==> src/rtl/mult_div_unit.sv <==
// Iterative signed multiply/divide unit for the multicycle MIPS datapath.
// MULT uses radix-2 Booth recoding. DIV uses restoring division on operand
// magnitudes, followed by a sign fix-up step. Each operation takes WIDTH
// iterations, one per clock. Results land in hi/lo, with a one-cycle done pulse.
module mult_div_unit #(
    parameter int WIDTH = 32,
    parameter int CNT_W = 6
) (
    input  logic             clk,
    input  logic             reset,
    input  logic             multOP,
    input  logic             divOP,
    input  logic [WIDTH-1:0] a,
    input  logic [WIDTH-1:0] b,
    output logic [WIDTH-1:0] hi,
    output logic [WIDTH-1:0] lo,
    output logic             busy,
    output logic             done,
    output logic             divZero
);

    typedef enum logic [2:0] {
        IDLE,
        MULT,
        DIV,
        FIX,
        DONE
    } state_t;

    state_t r_state;
    state_t w_state_next;

    // Iteration counter; shared by both algorithms.
    logic [CNT_W-1:0] r_cnt;
    logic             w_last_iter;

    // Start decode: multiply has priority over divide.
    logic w_mult_start;
    logic w_div_start;
    logic w_b_zero;
    logic w_dz_start;

    // Booth accumulator: {upper partial product, multiplier, booth bit}.
    // The upper field is one bit wider than the operands. This keeps the
    // subtraction of a most-negative multiplicand from overflowing before the
    // arithmetic shift.
    logic [2*WIDTH+1:0] r_acc;
    logic [WIDTH-1:0]   r_mcand;
    logic [WIDTH:0]     w_upper;
    logic [WIDTH:0]     w_mcand_ext;
    logic [WIDTH:0]     w_upper_sum;
    logic [2*WIDTH+1:0] w_acc_next;

    // Restoring divider state.
    // The dividend magnitude shifts out of r_quo while quotient bits shift in.
    logic [WIDTH-1:0] r_rem;
    logic [WIDTH-1:0] r_quo;
    logic [WIDTH-1:0] r_divisor;
    logic             r_neg_q;
    logic             r_neg_r;
    logic [WIDTH:0]   w_rem_shift;
    logic [WIDTH-1:0] w_diff;
    logic             w_fits;

    logic [WIDTH-1:0] w_a_mag;
    logic [WIDTH-1:0] w_b_mag;

    logic             r_is_div;
    logic             r_dz;
    logic [WIDTH-1:0] r_hi;
    logic [WIDTH-1:0] r_lo;

    assign w_mult_start = multOP;
    assign w_div_start  = divOP & ~multOP;
    assign w_b_zero     = (b == '0);
    assign w_dz_start   = (r_state == IDLE) & w_div_start & w_b_zero;
    assign w_last_iter  = (r_cnt == CNT_W'(WIDTH - 1));

    // Magnitudes. The most negative value maps to 2^(WIDTH-1),
    // which is still exact as an unsigned WIDTH-bit number.
    assign w_a_mag = a[WIDTH-1] ? -a : a;
    assign w_b_mag = b[WIDTH-1] ? -b : b;

    // One Booth step: add/subtract the multiplicand based on the bit pair, then arithmetic shift right.
    always_comb begin
        w_upper     = r_acc[2*WIDTH+1:WIDTH+1];
        w_mcand_ext = {r_mcand[WIDTH-1], r_mcand};
        w_upper_sum = w_upper;
        case (r_acc[1:0])
            2'b01:   w_upper_sum = w_upper + w_mcand_ext;
            2'b10:   w_upper_sum = w_upper - w_mcand_ext;
            default: w_upper_sum = w_upper;
        endcase
        w_acc_next = {w_upper_sum[WIDTH], w_upper_sum, r_acc[WIDTH:1]};
    end

    // One restoring-division step. The trial difference is only kept when it
    // fits. In that case it is below the divisor, so its low WIDTH bits are exact.
    always_comb begin
        w_rem_shift = {r_rem, r_quo[WIDTH-1]};
        w_fits      = (w_rem_shift >= {1'b0, r_divisor});
        w_diff      = w_rem_shift[WIDTH-1:0] - r_divisor;
    end

    // State register.
    always_ff @(posedge clk or posedge reset) begin
        if (reset) begin
            r_state <= IDLE;
        end else begin
            r_state <= w_state_next;
        end
    end

    // Next-state and status outputs.
    always_comb begin
        w_state_next = r_state;
        busy         = 1'b0;
        done         = 1'b0;
        divZero      = 1'b0;
        case (r_state)
            IDLE: begin
                if (w_mult_start) begin
                    w_state_next = MULT;
                end else if (w_div_start) begin
                    w_state_next = w_b_zero ? DONE : DIV;
                end
            end
            MULT: begin
                busy = 1'b1;
                if (w_last_iter) begin
                    w_state_next = FIX;
                end
            end
            DIV: begin
                busy = 1'b1;
                if (w_last_iter) begin
                    w_state_next = FIX;
                end
            end
            FIX: begin
                busy         = 1'b1;
                w_state_next = DONE;
            end
            DONE: begin
                done         = 1'b1;
                divZero      = r_dz;
                w_state_next = IDLE;
            end
            default: begin
                w_state_next = IDLE;
            end
        endcase
    end

    // Iteration counter: cleared on start, advanced on every algorithm step.
    always_ff @(posedge clk or posedge reset) begin
        if (reset) begin
            r_cnt <= '0;
        end else if (r_state == IDLE) begin
            r_cnt <= '0;
        end else if (r_state == MULT || r_state == DIV) begin
            r_cnt <= r_cnt + CNT_W'(1);
        end
    end

    // Operand capture and per-cycle algorithm steps.
    always_ff @(posedge clk or posedge reset) begin
        if (reset) begin
            r_acc     <= '0;
            r_mcand   <= '0;
            r_rem     <= '0;
            r_quo     <= '0;
            r_divisor <= '0;
            r_neg_q   <= 1'b0;
            r_neg_r   <= 1'b0;
            r_is_div  <= 1'b0;
        end else begin
            case (r_state)
                IDLE: begin
                    if (w_mult_start) begin
                        r_acc    <= {{(WIDTH+1){1'b0}}, b, 1'b0};
                        r_mcand  <= a;
                        r_is_div <= 1'b0;
                    end else if (w_div_start && !w_b_zero) begin
                        r_rem     <= '0;
                        r_quo     <= w_a_mag;
                        r_divisor <= w_b_mag;
                        r_neg_q   <= a[WIDTH-1] ^ b[WIDTH-1];
                        r_neg_r   <= a[WIDTH-1];
                        r_is_div  <= 1'b1;
                    end
                end
                MULT: begin
                    r_acc <= w_acc_next;
                end
                DIV: begin
                    r_rem <= w_fits ? w_diff : w_rem_shift[WIDTH-1:0];
                    r_quo <= {r_quo[WIDTH-2:0], w_fits};
                end
                default: begin
                end
            endcase
        end
    end

    // Divide-by-zero flag. It is captured on the start cycle and shown only in DONE.
    always_ff @(posedge clk or posedge reset) begin
        if (reset) begin
            r_dz <= 1'b0;
        end else begin
            r_dz <= w_dz_start;
        end
    end

    // Result registers: loaded once in FIX, with the division sign fix-up.
    always_ff @(posedge clk or posedge reset) begin
        if (reset) begin
            r_hi <= '0;
            r_lo <= '0;
        end else if (r_state == FIX) begin
            if (r_is_div) begin
                r_lo <= r_neg_q ? -r_quo : r_quo;
                r_hi <= r_neg_r ? -r_rem : r_rem;
            end else begin
                r_hi <= r_acc[2*WIDTH:WIDTH+1];
                r_lo <= r_acc[WIDTH:1];
            end
        end
    end

    assign hi = r_hi;
    assign lo = r_lo;

endmodule

==> config.mk <==
export PLATFORM = sky130hd
export DESIGN_NAME = mult_div_unit
export DESIGN_NICKNAME = d
export VERILOG_FILES = /design/src/rtl/mult_div_unit.sv
export SDC_FILE = /design/constraint.sdc
export NUM_CORES = 1
export LEC_CHECK = 0
export CAP_MARGIN = 20
export CORE_ASPECT_RATIO = 1.4
export CORE_MARGIN = 2
export CORE_UTILIZATION = 45
export DETAILED_ROUTE_END_ITERATION = 12
export GPL_TIMING_DRIVEN = 0
export PLACE_DENSITY = 0.69
export SKIP_LAST_GASP = 1
export SYNTH_ARGS = -nofsm -noshare
export SYNTH_HDL_FRONTEND = slang
export SYNTH_SLANG_ARGS = --single-unit
export TNS_END_PERCENT = 20
==> constraint.sdc <==
create_clock -name clk -period 12.4 [get_ports clk]
set_input_delay 3.72 -clock clk [delete_from_list [all_inputs] [get_ports clk]]
set_output_delay 3.72 -clock clk [all_outputs]
set_load 0.005 [all_outputs]
==> results.md, run 1 <==
- Sw Ratio: 49.0%
- Int Power: 0.00356 W
- Final setup violation count: 0
- Post-synthesis mux area share: 5.81%
- Synth Area in Compound Gates: 20.4%
- I/O Pins: 135
- Final worst slack: 5.08 ns
- CP Launch Point: b[6]
- Clk pwr share: 13.3%
- Most frequent CP cell: or3_4
- Worst-path clk slew: 0.06 ns
- Fin nets: 2480
- First-pass GRT wire length: 94900 um
- Power per cell area: 328 mW/mm^2
- Post-synthesis adder-cell area fraction: 5.11%
- Share of cells above drive strength 1: 5.12%
- Post-detail-place hpwl: 48800 um
- CP max FO: 10
- Actual slew at the worst max-slew pin: 0.943 ns
- Synth unique cells: 71
- Remaining Overflow, GRT: 0
- Reg power frac: 25.9%
- Status: complete, no violations
- Routed vias: 16900
- CP Launch Type: input port
- Setup CP Type: input port to flip-flop
- Cell Area, Synth: 0.0182 sq mm
- Psw: 0.00342 W
- Post-CTS Setup Inserts: 0
- Worst Hold Class: flip-flop to flip-flop
- Critical path's largest stage delay: 0.60 ns
- YS warnings: 0
- WP data required: 12.86 ns
- Reg2reg setup slack: 6.95 ns
- Sink Count: 270
- Clk buf depth: 3
- Final Hold Vio Count: 0
- IO Port Bufs: 134
- CTS tree: yes
- Prevailing post-synth register cell: dfrtp_1
- Detail-routed via count per cell: 5.85
- RR Startpoint: r_mcand[3]$_DFFE_PP0P_
- Synth Instances: 2172
- #FFs+latches synth: 270
- Placed cell count: 2843
- Seq/Total Area, Yosys: 37.2%
- Die X-Extent: 174 um
- Peak supply drop: 146 uV
- Minimum clock period: 7.32 ns
- Post-synth EDFFs: 0
- Worst Hold Depth: 2
- Crit. End Element: flip-flop
- Post-synthesis xor/xnor area fraction: 10.1%
- Hold Crit Start: r_divisor[25]$_DFFE_PP0P_
- Rel. slew slack: 36.6%
- Cts hold-fix bufs: 0
- Routed WL per cell: 21.3 um
- H-tree Lvls: 1
- Leakage: 8.97 nW
- 1st-iter DRT viols: 1408
- Synth-to-Final Area Change: 17.1%
- Worst R2R Path Depth: 18
- R2R Path End: r_acc[63]$_DFFE_PP0P_
- Syn Nets: 2313
- CP Depth: 10
- Number of gates resized after CTS: 0
- Critical Path Sink: r_quo[2]$_DFFE_PP0P_
- Synth Area in Simple Gates: 17.3%
- Core area: 0.0401 sq mm
- CP max stage cell: or4_4
- Crit share post-route: 59.0%
- Worst path cell trace: clkdlybuf4s50_1 -> or4_4 -> or3_4 -> or3_4 -> or3b_4 -> nor4_4 -> nor2_2 -> clkbuf_1 -> o211ai_1 -> o21ai_0
- Die area: 0.0420 sq mm
- Asr flop ratio synth: 100%
- Non-Filler Instances: 2895
- Clk_skew: 0.0345 ns
- Crit path DAT: 7.78 ns
- Largest net degree at the start of global routing: 117
- Slew Viols, Final: 0
- RSZ-0062 raised after global routing: false
- Worst-Skew Late Latency: 0.60 ns
- Post-Syn Area per Cell: 8.36 sq um
- Top cell family by delay on the critical path: simple AND/OR/NAND/NOR gates
- Starting Density: 45.3%
- Main combinational cell family by area after synthesis: compound AO/OA/AOI/OAI gates
- Worst path bufs/invs: 2
- Die Y-Extent: 242 um
- First drt pass iteration count: 5
- Vias in the first global route: 16500
- Number of max-cap violations: 0
- Tot GR Track Use: 28.8%
- Pre-CTS setup slack: 4.53 ns
- Post-route ant nets: 0
- # rows: 87
- Total wire length: 61600 um
- Inserted Clock Buffers: 28
- Initial antenna violation count: 0
- N_diodes: 0
- Gate power share: 60.7%
- Global placement routability congestion: 0.945
- F_max: 137 MHz
- DR DRC count: 0
- Root buf cell: clkbuf_16
==> state kept, by name, summed over array words and instances, names as in the netlist, 3 cells and up <==
| signal | flops |
|---|---|
| r_rem | 32 |
| r_quo | 32 |
| lo | 32 |
| r_cnt | 6 |
| r_mcand | 32 |
| r_divisor | 32 |
| hi | 32 |
| r_acc | 65 |
| r_state | 3 |
==> worst min path at each step <==
stage	end	slack, ns
after floorplan	r_divisor[1]$_DFFE_PP0P_	0.45
after global placement	hi[6]$_DFFE_PP0N_	0.47
after detailed placement	r_divisor[25]$_DFFE_PP0P_	0.47
after CTS	r_divisor[25]$_DFFE_PP0P_	0.49
after global routing	hi[6]$_DFFE_PP0N_	0.50
final	r_divisor[25]$_DFFE_PP0P_	0.48
==> power by group through the flow <==
stage	registers [W]	logic, W	clock network, W
floorplan	0.00159	0.00297	0
global route	0.00184	0.00468	0.000969
CTS	0.00179	0.00421	0.000936
global placement	0.00179	0.00411	0
detailed placement	0.00180	0.00418	0
finish	0.00181	0.00423	0.000930
==> cells by family after synthesis <==
family	after synthesis
and+or+nand+nor	675
AOI/OAI and AO/OA	651
DFF	270
xor gates and xnor gates	209
buffers and inverters	192
muxes	102
adders and majority gates	73
==> cells in the mapped netlist (14+ instances only) <==
master	count	area, sq um
a21o_1	20	150
a21oi_1	138	691
a31oi_1	15	93.8
clkbuf_1	93	349
dfrtp_1	270	6760
ha_1	71	888
inv_1	73	274
mux2_2	27	304
mux2i_1	75	751
nand2_1	306	1150
nand2b_1	18	113
nand3_1	69	345
nand4_1	16	100
nor2_1	118	443
nor3_1	24	120
o211ai_1	14	105
o21ai_0	344	1720
o31ai_1	34	255
or3_1	32	200
xnor2_1	124	1090
xor2_1	85	744
==> cell usage in the layout (no fill, tap or decap), drive strengths merged, types with 15 or more instances in the layout <==
cell and instances:
xnor2 124, mux2 27, a31oi 15, buf 28, a21oi 138, xor2 85, clkdlybuf4s50 134, or3 34
o21ai 351, a21o 20, clkbuf 129, nor2 120, o211ai 15, o31ai 35, nand4 16, nand2 306
ha 71, nand3 69, nor3 24, mux2i 75, nand2b 18, inv 76, dfrtp 270
==> per-layer routing <==
layer / vias up / share of wire [%] / global-route usage [%] / wire length (um)
met1: 8197 / 40 / 35.6 / 24500
met3: 141 / 5.0 / 1.81 / 3090
met2: 587 / 48 / 49.1 / 29700
met4: 0 / 7.0 / 17.9 / 4330
li1: 8017 / - / - / -
met5: - / 0 / 0 / 0
==> through the flow <==
step	power, W	instance area, sq um	util, %	hold WS, ns	setup TNS, ns
2_1_floorplan	0.00457	18200	-	0.450	0
3_3_place_gp	0.00590	20200	50.4	0.468	-541.37
3_5_place_dp	0.00598	20300	50.6	0.471	0
4_1_cts	0.00693	21300	53.1	0.485	0
5_1_grt	0.00749	21300	53.1	0.504	0
6_report	0.00697	21300	53.1	0.482	0
==> area by class of cell <==
type                    count  area, sq um
fillers                  3817        18800
multi-input cells        1710        10700
flip-flops and latches    270         6760
repair buffers            137         1410
clock buffers              36          791
well taps                 534          668
plain buffers             118          485
inverters                  74          285
clock inverters            16          224
==> tightest hold or removal path, cell delays in order (launching register included) <==
cell and delay (ns):
dfrtp_1 0.34, nand2_1 0.05, o21ai_0 0.06
Power figures use the tool's default switching activity.
==> run 2, diff against run 1 <==
==> constraint.sdc (replaced) <==
create_clock -name clk -period 7.5 [get_ports clk]
set_input_delay 2.25 -clock clk [delete_from_list [all_inputs] [get_ports clk]]
set_output_delay 2.25 -clock clk [all_outputs]
set_load 0.005 [all_outputs]
==> run 2 against run 1 <==
Via count up 0.84%. Non-clock buffer count up 5. Critical endpoint unchanged. Clock-buffer cell count up 3. Wire length up 3.2%. Global-route usage up 0.76 points. Utilization up 0.13 points. Critical path depth unchanged. Cell count up 0.17%. Largest cell class unchanged. First-iteration DRC count up 1.6%. Final area up 0.25%. Worst hold slack worse by 0.0019 ns.
==> results.md, run 2 (synthesis results as in run 1) <==
- Uppermost layer routed: met4 (unchanged)
- Post-route ant nets: 0 (unchanged)
- Worst-Skew Late Latency: 0.60 ns (about the same)
- Placed cell count: 2848 (was 2843)
- Final setup violation count: 0 (unchanged)
- Post-detail-place hpwl: 51100 um (was 48800 um)
- DR DRC count: 0 (unchanged)
- Remaining Overflow, GRT: 0 (unchanged)
- Worst Hold Depth: 2 (unchanged)
- Status: complete, no violations (unchanged)
- Peak supply drop: 222 uV (was 146 uV)
- Minimum clock period: 5.77 ns
- CP max stage cell: or4_4 (unchanged)
- Die Y-Extent: 242 um (unchanged)
- Initial antenna violation count: 0 (unchanged)
- Crit share post-route: 76.9%
- Tot GR Track Use: 29.6% (was 28.8%)
- Crit. End Element: flip-flop (unchanged)
- Number of max-cap violations: 0 (unchanged)
- Crit path DAT: 6.23 ns (was 7.78 ns)
- Worst Hold Class: flip-flop to flip-flop (unchanged)
- RSZ-0062 raised after global routing: false (unchanged)
- Met1 WL: 24900 um (was 24500 um)
- Routed wl met3: 3090 um (about the same)
- Core area: 0.0401 sq mm (unchanged)
- Met2 wire length: 31500 um (was 29700 um)
- Non-Filler Instances: 2900 (was 2895)
- Final Hold Vio Count: 0 (unchanged)
- Die area: 0.0420 sq mm (unchanged)
- Clk_skew: 0.0358 ns (was 0.0345 ns)
- Multi-input logic area: 0.0107 sq mm (unchanged)
- CP max FO: 10 (unchanged)
- Clk buf depth: 3 (unchanged)
- Root buf cell: clkbuf_16 (unchanged)
- IO Port Bufs: 134 (unchanged)
- Actual slew at the worst max-slew pin: 0.974 ns (was 0.943 ns)
- F_max: 173 MHz
- WP data required: 7.96 ns (was 12.86 ns)
- Fin nets: 2486 (was 2480)
- N_diodes: 0 (unchanged)
- Total wire length: 63600 um (was 61600 um)
- Worst path cell trace: clkdlybuf4s50_1 -> or4_4 -> or3_4 -> or3_4 -> or3b_4 -> nor4_4 -> nor2_2 -> clkbuf_1 -> o211ai_1 -> o21ai_0 (unchanged)
- Global placement routability congestion: 0.906 (was 0.945)
- Cts hold-fix bufs: 0 (unchanged)
- 1st-iter DRT viols: 1430 (was 1408)
- Routed vias: 17100 (was 16900)
- Leakage: 8.98 nW (was 8.97 nW)
- Setup CP Type: input port to flip-flop (unchanged)
- Worst R2R Path Depth: 18 (unchanged)
- Post-CTS Setup Inserts: 0 (unchanged)
- Most frequent CP cell: or3_4 (unchanged)
- Die X-Extent: 174 um (unchanged)
- Commonest non-fill, non-tap cell in the layout: o21ai_0 (unchanged)
- Largest net degree at the start of global routing: 42 (was 117)
- Share of cells above drive strength 1: 5.20% (was 5.12%)
- Slew Viols, Final: 0 (unchanged)
- Sink Count: 270 (unchanged)
- First-pass GRT wire length: 97300 um (was 94900 um)
- CP Launch Type: input port (unchanged)
- Number of gates resized after CTS: 0 (unchanged)
- I/O Pins: 135 (unchanged)
- Fillers: 3884 (was 3817)
- Synth-to-Final Area Change: 17.4% (was 17.1%)
- Worst-path clk slew: 0.06 ns (about the same)
- Seq. cell area: 0.00676 sq mm (unchanged)
- Worst hold slack: 0.480 ns (was 0.482 ns)
- Inserted Clock Buffers: 29 (was 28)
- # rows: 87 (unchanged)
- Largest register by flop count: r_acc (unchanged)
- Power per cell area: 544 mW/mm^2 (was 328 mW/mm^2)
- Starting Density: 45.3% (unchanged)
- Most frequent cells in the layout: o21ai_0 (344), nand2_1 (306), dfrtp_1 (270) (unchanged)
- Critical path's largest stage delay: 0.62 ns (was 0.60 ns)
- First drt pass iteration count: 5 (unchanged)
- Vias in the first global route: 16700 (was 16500)
- H-tree Lvls: 1 (unchanged)
- CTS tree: yes (unchanged)
- Detail-routed via count per cell: 5.89 (was 5.85)
- Rel. slew slack: 34.6% (was 36.6%)
- Max reg flops: 65 (unchanged)
- Routed WL per cell: 21.9 um (was 21.3 um)
==> run 2: final timing paths <==
kind                                        start                 endpoint  slack, ns
hold / removal                  lo[6]$_DFFE_PP0N_        lo[6]$_DFFE_PP0N_       0.48
max in group asynchronous                   reset  r_mcand[13]$_DFFE_PP0P_       3.99
hold reg to reg                 lo[6]$_DFFE_PP0N_        lo[6]$_DFFE_PP0N_       0.48
setup / recovery                             b[6]     r_quo[2]$_DFFE_PP0P_       1.73
min in group asynchronous                   reset      r_neg_r$_DFFE_PP0P_       2.12
setup reg to reg           r_mcand[3]$_DFFE_PP0P_    r_acc[63]$_DFFE_PP0P_       2.06
==> run 2: area by class of cell <==
type	count	area share (%)
inverter	74	1.32
clock buffer	39	3.81
multi-input combinational	1710	50.0
buffer	118	2.28
clock inverter	13	0.827
tap	534	3.13
timing repair buffer	142	6.98
sequential	270	31.7
==> run 2: critical path: cells and delay by family <==
family / cells / cell delay (ns)
AND/OR/NAND/NOR: 6 / 2.63
buffers and inverters: 2 / 0.95
AO/OA/AOI/OAI: 2 / 0.39
==> run 2: stage by stage <==
| stage | total power (W) | setup TNS [ns] | worst slack (ns) | area (sq um) | util [%] |
|---|---|---|---|---|---|
| after floorplan | 0.00755 | 0 | 1.68 | 18200 | - |
| after global placement | 0.00981 | -94.34 | -0.398 | 20200 | 50.4 |
| after detailed placement | 0.00995 | 0 | 1.18 | 20300 | 50.8 |
| after CTS | 0.0115 | 0 | 1.79 | 21300 | 53.2 |
| after global routing | 0.0124 | 0 | 1.66 | 21300 | 53.2 |
| final | 0.0116 | 0 | 1.73 | 21300 | 53.2 |
==> run 2: where the power goes <==
group	switching, W	total [W]	internal [W]
logic	0.00422	0.00707	0.00285
registers	0.000872	0.00301	0.00214
clock network	0.000641	0.00151	0.000869
total	0.00573	0.0116	0.00586
==> run 2: routing by layer <==
layer | GRT usage, % | up-vias
li1 | - | 8016
met1 | 35.2 | 8270
met2 | 51.9 | 636
met3 | 2.74 | 162
met4 | 17.3 | 0
met5 | 0 | -
